===== config.mk =====
export PLATFORM = sky130hd
export DESIGN_NAME = output_writeback_ctrl
export DESIGN_NICKNAME = d
export VERILOG_FILES = /design/src/rtl/output_writeback_ctrl.sv
export SDC_FILE = /design/constraint.sdc
export NUM_CORES = 1
export LEC_CHECK = 0
export ABC_CLOCK_PERIOD_IN_PS = 1750
export BUFFER_PORTS_ARGS = -buffer_cell sky130_fd_sc_hd__buf_2
export CORE_UTILIZATION = 30
export CTS_CLUSTER_SIZE = 8
export DETAILED_ROUTE_END_ITERATION = 10
export PLACE_DENSITY = 0.57
export SLEW_MARGIN = 20
export SYNTH_ARGS = -nofsm -noshare
export SYNTH_HDL_FRONTEND = slang
export SYNTH_SLANG_ARGS = --single-unit

===== constraint.sdc =====
create_clock -name clk -period 1.75 [get_ports clk]
set_clock_uncertainty 0.05 [all_clocks]
set_input_delay 0.2625 -clock clk [delete_from_list [all_inputs] [get_ports clk]]
set_output_delay 0.2625 -clock clk [all_outputs]
set_load 0.01 [all_outputs]

===== src/rtl/output_writeback_ctrl.sv =====
// Drains ARRAY_H rows from the column output shifters, packs each row into one
// wide word and writes the rows to the output buffer, optionally clearing the accumulators.
module output_writeback_ctrl #(
  parameter int ARRAY_W = 4,
  parameter int ARRAY_H = 4,
  parameter int DATA_W  = 32,
  parameter int ADDR_W  = 10
) (
  input  logic                      clk,
  input  logic                      rst,
  input  logic                      start,
  input  logic [ADDR_W-1:0]         base_addr,
  input  logic                      clear_after,
  input  logic [ARRAY_W*DATA_W-1:0] col_data,
  output logic                      out_en,
  output logic                      acc_clear,
  output logic                      wr_valid,
  output logic [ADDR_W-1:0]         wr_addr,
  output logic [ARRAY_W*DATA_W-1:0] wr_data,
  input  logic                      wr_ready,
  output logic                      busy,
  output logic                      done,
  output logic [2:0]                dbg_state_o  // FSM state, IDLE encodes as 0
);

  // Write port handshake: a write transfers on every rising edge where wr_valid && wr_ready;
  // once wr_valid is high, wr_addr/wr_data stay stable until that transfer happens.

  localparam int CNT_W = (ARRAY_H > 1) ? $clog2(ARRAY_H) : 1;

  typedef enum logic [2:0] {
    S_IDLE  = 3'd0,
    S_DRAIN = 3'd1,
    S_FLUSH = 3'd2,
    S_CLEAR = 3'd3,
    S_DONE  = 3'd4
  } state_e;

  state_e                      state_q, state_d;
  logic [CNT_W-1:0]            row_cnt_q, row_cnt_d;
  logic [ADDR_W-1:0]           base_q, base_d;
  logic                        clear_q, clear_d;
  logic                        wr_valid_q, wr_valid_d;
  logic [ADDR_W-1:0]           wr_addr_q, wr_addr_d;
  logic [ARRAY_W*DATA_W-1:0]   wr_data_q, wr_data_d;

  always_ff @(posedge clk) begin
    if (rst) begin
      state_q    <= S_IDLE;
      row_cnt_q  <= '0;
      base_q     <= '0;
      clear_q    <= 1'b0;
      wr_valid_q <= 1'b0;
      wr_addr_q  <= '0;
      wr_data_q  <= '0;
    end else begin
      state_q    <= state_d;
      row_cnt_q  <= row_cnt_d;
      base_q     <= base_d;
      clear_q    <= clear_d;
      wr_valid_q <= wr_valid_d;
      wr_addr_q  <= wr_addr_d;
      wr_data_q  <= wr_data_d;
    end
  end

  always_comb begin
    state_d    = state_q;
    row_cnt_d  = row_cnt_q;
    base_d     = base_q;
    clear_d    = clear_q;
    wr_valid_d = wr_valid_q;
    wr_addr_d  = wr_addr_q;
    wr_data_d  = wr_data_q;
    out_en     = 1'b0;

    case (state_q)
      S_IDLE: begin
        if (start) begin
          base_d    = base_addr;
          clear_d   = clear_after;
          row_cnt_d = '0;
          state_d   = S_DRAIN;
        end
      end
      S_DRAIN: begin
        // Shift only when the output register is free or emptying this edge,
        // so a stalled write freezes the shifters and no row is lost.
        out_en = !wr_valid_q || wr_ready;
        if (out_en) begin
          wr_data_d  = col_data;
          wr_addr_d  = base_q + ADDR_W'(row_cnt_q);
          wr_valid_d = 1'b1;
          row_cnt_d  = row_cnt_q + 1'b1;
          if (row_cnt_q == CNT_W'(ARRAY_H - 1)) begin
            state_d = S_FLUSH;
          end
        end else if (wr_valid_q && wr_ready) begin
          wr_valid_d = 1'b0;
        end
      end
      S_FLUSH: begin
        if (wr_valid_q && wr_ready) begin
          wr_valid_d = 1'b0;
          state_d    = clear_q ? S_CLEAR : S_DONE;
        end
      end
      S_CLEAR: state_d = S_DONE;
      S_DONE:  state_d = S_IDLE;
      default: state_d = S_IDLE;
    endcase
  end

  assign wr_valid    = wr_valid_q;
  assign wr_addr     = wr_addr_q;
  assign wr_data     = wr_data_q;
  assign acc_clear   = (state_q == S_CLEAR);
  assign done        = (state_q == S_DONE);
  assign busy        = (state_q != S_IDLE);
  assign dbg_state_o = state_q;

endmodule


==> flow_summary.rst <==
.. list-table::
   :header-rows: 1

   * - Metric
     - Value
   * - Worst hold path stage count
     - 3
   * - Cell depth of the worst flop-to-flop path
     - 5
   * - Overall Global Routing Usage
     - 18.22%
   * - Die boundary height
     - between 100 and 150 um
   * - Synth Instances
     - 741
   * - Nets@finish
     - 1150
   * - Endpoint class of the critical path
     - output port
   * - Post-route minimum period
     - between 1500 and 2000 ps
   * - Critical path, cell by cell
     - or3b_4 -> nor2_4 -> buf_6
   * - Worst min-delay path category
     - input port to flop
   * - CP max FO
     - 4
   * - Flops & latches, synth
     - approximately 160
   * - Result of the run
     - completed
   * - Worst slew margin relative to its limit
     - roughly three quarters
   * - Startpoint type of the worst setup path
     - flop
   * - Data required time at the worst endpoint
     - 1440 ps
   * - Post-route ant nets
     - 0
   * - Number of CTS-inserted buffers
     - 17
   * - Setup CP Type
     - flop to output port
   * - Setup violations, final
     - 0
   * - Wire length after detailed routing
     - about 20000 um
   * - Library cell contributing the largest single delay on the critical path
     - sky130_fd_sc_hd__or3b_4
   * - Number of global-route vias before repair
     - about 5700
   * - RSZ-0062 raised after global routing
     - yes
   * - Leakage power
     - 3.698 nW
   * - Yosys warning count
     - 0
   * - Cell area after technology mapping
     - 0.006080 mm^2
   * - Post-synth EDFFs
     - 0
   * - Top cells by area in the synthesized netlist
     - sky130_fd_sc_hd__dfxtp_1 (51%), sky130_fd_sc_hd__a21oi_1 (13%), sky130_fd_sc_hd__o21ai_0 (11%)
   * - Routed wire length per instance
     - 15.51 um
   * - CTS max path bufs
     - 2
   * - Chip Width
     - 144.4 um
   * - Peak Freq
     - ~0.58 GHz
   * - Vias
     - approximately 6400
   * - Commonest cells in the netlist
     - sky130_fd_sc_hd__dfxtp_1 (155), sky130_fd_sc_hd__a21oi_1 (154), sky130_fd_sc_hd__o21ai_0 (133)
   * - PnR Total Power
     - 9.352 mW
   * - Initial antenna violation count
     - 1
   * - Proportion of layout cells with a drive suffix above 1
     - 37.04%
   * - Root buffer selected by CTS
     - sky130_fd_sc_hd__clkbuf_16
   * - Pre-Repair DR Iteration Count
     - 5
   * - Antenna fix cells
     - 0
   * - Die footprint
     - 0.02084 mm^2
   * - Utilization after layout
     - 43.96%
   * - Placer's final routability congestion estimate
     - 0.7411
   * - Number of placed I/O pins
     - between 200 and 300
   * - IR drop worst, VDD
     - 0.6066 mV
   * - Share of the synthesized area in the top cell type
     - 51.04%
   * - H-tree depth
     - 4
   * - Sink Count
     - 155
   * - Count of hold buffers inserted by post-cts repair
     - 0
   * - Slew at the pin closest to its max-slew limit
     - 364.7 ps
   * - Latest clock arrival within the worst-skew pair
     - about 420 ps
   * - Clock transition at the registers of the reported paths
     - about 60 ps
   * - Maximum number of pins on one net before global-route repair
     - 67
   * - Distinct cell type count of the synthesized netlist
     - 36
   * - Via/cell ratio
     - about 5
   * - DRC violation count after routing
     - 0
   * - Number of instances in the placed design
     - ~1200
   * - Synthesis-to-finish area growth
     - 42.13%
   * - Library cell with the highest instance count after synthesis
     - sky130_fd_sc_hd__dfxtp_1
   * - First-pass GRT wire length
     - 29870 um
   * - Power density relative to cell area
     - 1082 mW/mm^2
   * - Post-synthesis net count
     - 888
   * - Critical Path AT
     - ~1400 ps
   * - Number of standard cells in the layout, taps in and fillers out
     - 1280
   * - CTS tree
     - done
   * - Total congestion overflow after global routing
     - 0
   * - Number of port buffers
     - approximately 290
   * - Starting utilization of the core area
     - slightly above 30%
   * - Post-route fraction of the period consumed by the critical path
     - 98.68%
   * - Slowest Stage Delay on Critical Path
     - 420 ps
   * - Detailed Place HPWL
     - 12760 um
   * - Final Hold Vio Count
     - 0
   * - Max-cap violations
     - 0
   * - Core area
     - slightly below 0.02 mm^2
   * - Final count of pins violating max slew
     - 0
   * - Mean post-synth cell area
     - 8.205 um^2
   * - Share of async-settable or async-resettable flops after synthesis
     - 0%
   * - Largest area contributor in the synthesized netlist
     - sky130_fd_sc_hd__dfxtp_1
   * - 1st-iter DRT viols
     - approximately 340
   * - # rows
     - 51
   * - Sequential share of the synthesized area
     - 51.04%
   * - Predominant post-synthesis flop cell
     - sky130_fd_sc_hd__dfxtp_1
==> sequential cells by signal, summed over array words and instances (netlist names) <==
signal	cells
base_q	10
wr_addr	10
wr_valid	1
wr_data	128
row_cnt_q	2
clear_q	1
dbg_state_o	3
==> power breakdown <==
| group | total [mW] | switching (mW) | leakage [nW] | internal (mW) |
|---|---|---|---|---|
| Combinational | 1.71 | 0.995 | 2.15 | 0.712 |
| Sequential | 3.95 | 0.138 | 1.27 | 3.81 |
| Clock | 3.70 | 1.49 | 0.274 | 2.21 |
==> cells in the final DEF (no fill, tap or decap), drive strengths merged, types with 4 or more instances in the layout <==
cell type and instances:
a21oi 154, a311oi 6, or3 4, or4 4
nand2 24, inv 10, buf 326, dfxtp 155
o21ai 133, a211oi 5, nand3 132, clkinvlp 5
o31ai 5, clkbuf 21
==> final timing paths <==
| check | start | end | slack, ps |
|---|---|---|---|
| worst max-delay path | dbg_state_o[2] | out_en | 20 |
| worst max register to register | base_q[0] | wr_addr[6] | 50 |
| worst min-delay path | base_addr[7] | base_q[7] | 30 |
| worst min register to register | wr_data[3] | wr_data[3] | 420 |
==> final cells by class <==
type	count	area, um^2
fill	2062	11010
sequential	155	3115
multi-input combinational	494	2670
timing repair buffer	326	1903
clock buffer	21	470.5
tap	265	331.6
clock inverter	10	116.4
inverter	9	33.78
==> logic make-up after synthesis <==
family | share of synthesized area [%]
simple gates | 15.00
buf+inv | 6.195
xor+xnor | 0.2882
fa+ha+maj | 0.9468
compound gates | 26.53
flops | 51.04
==> metal layers <==
| layer | vias to the layer above | global-route usage [%] | part of all wire [%] |
|---|---|---|---|
| li1 | 3187 | - | - |
| met1 | 2972 | 23.40 | 45 |
| met2 | 230 | 27.71 | 45 |
| met3 | 18 | 7.318 | 9.3 |
| met4 | 2 | 5.762 | 1.3 |
| met5 | - | 0 | 0.065 |
==> timing repair <==
item | CTS | global route
setup buffers | 9 | 1
pin swaps | 3 | 2
setup endpoints to repair | 4 | 23
gates resized for setup | 12 | 13
==> worst max-delay path, delay by kind of cell, from the launching register on <==
| family | cells | cell delay [ps] |
|---|---|---|
| DFF | 1 | 350 |
| buffers and inverters | 1 | 110 |
| and+or+nand+nor | 2 | 540 |
==> stage by stage <==
step / setup TNS, ps / worst slack [ps] / hold slack, ps / cell area [um^2]
floorplan: 0 / 19.07 / 340.9 / 6097
global placement: 0 / 32.86 / 408.1 / 7920
detailed placement: 0 / 3.944 / 412.7 / 7920
CTS: -3.205 / -3.205 / 6.926 / 8613
global route: -41.64 / -28.01 / 18.73 / 8641
finish: 0 / 23.18 / 28.78 / 8641
Power figures use the tool's default switching activity.
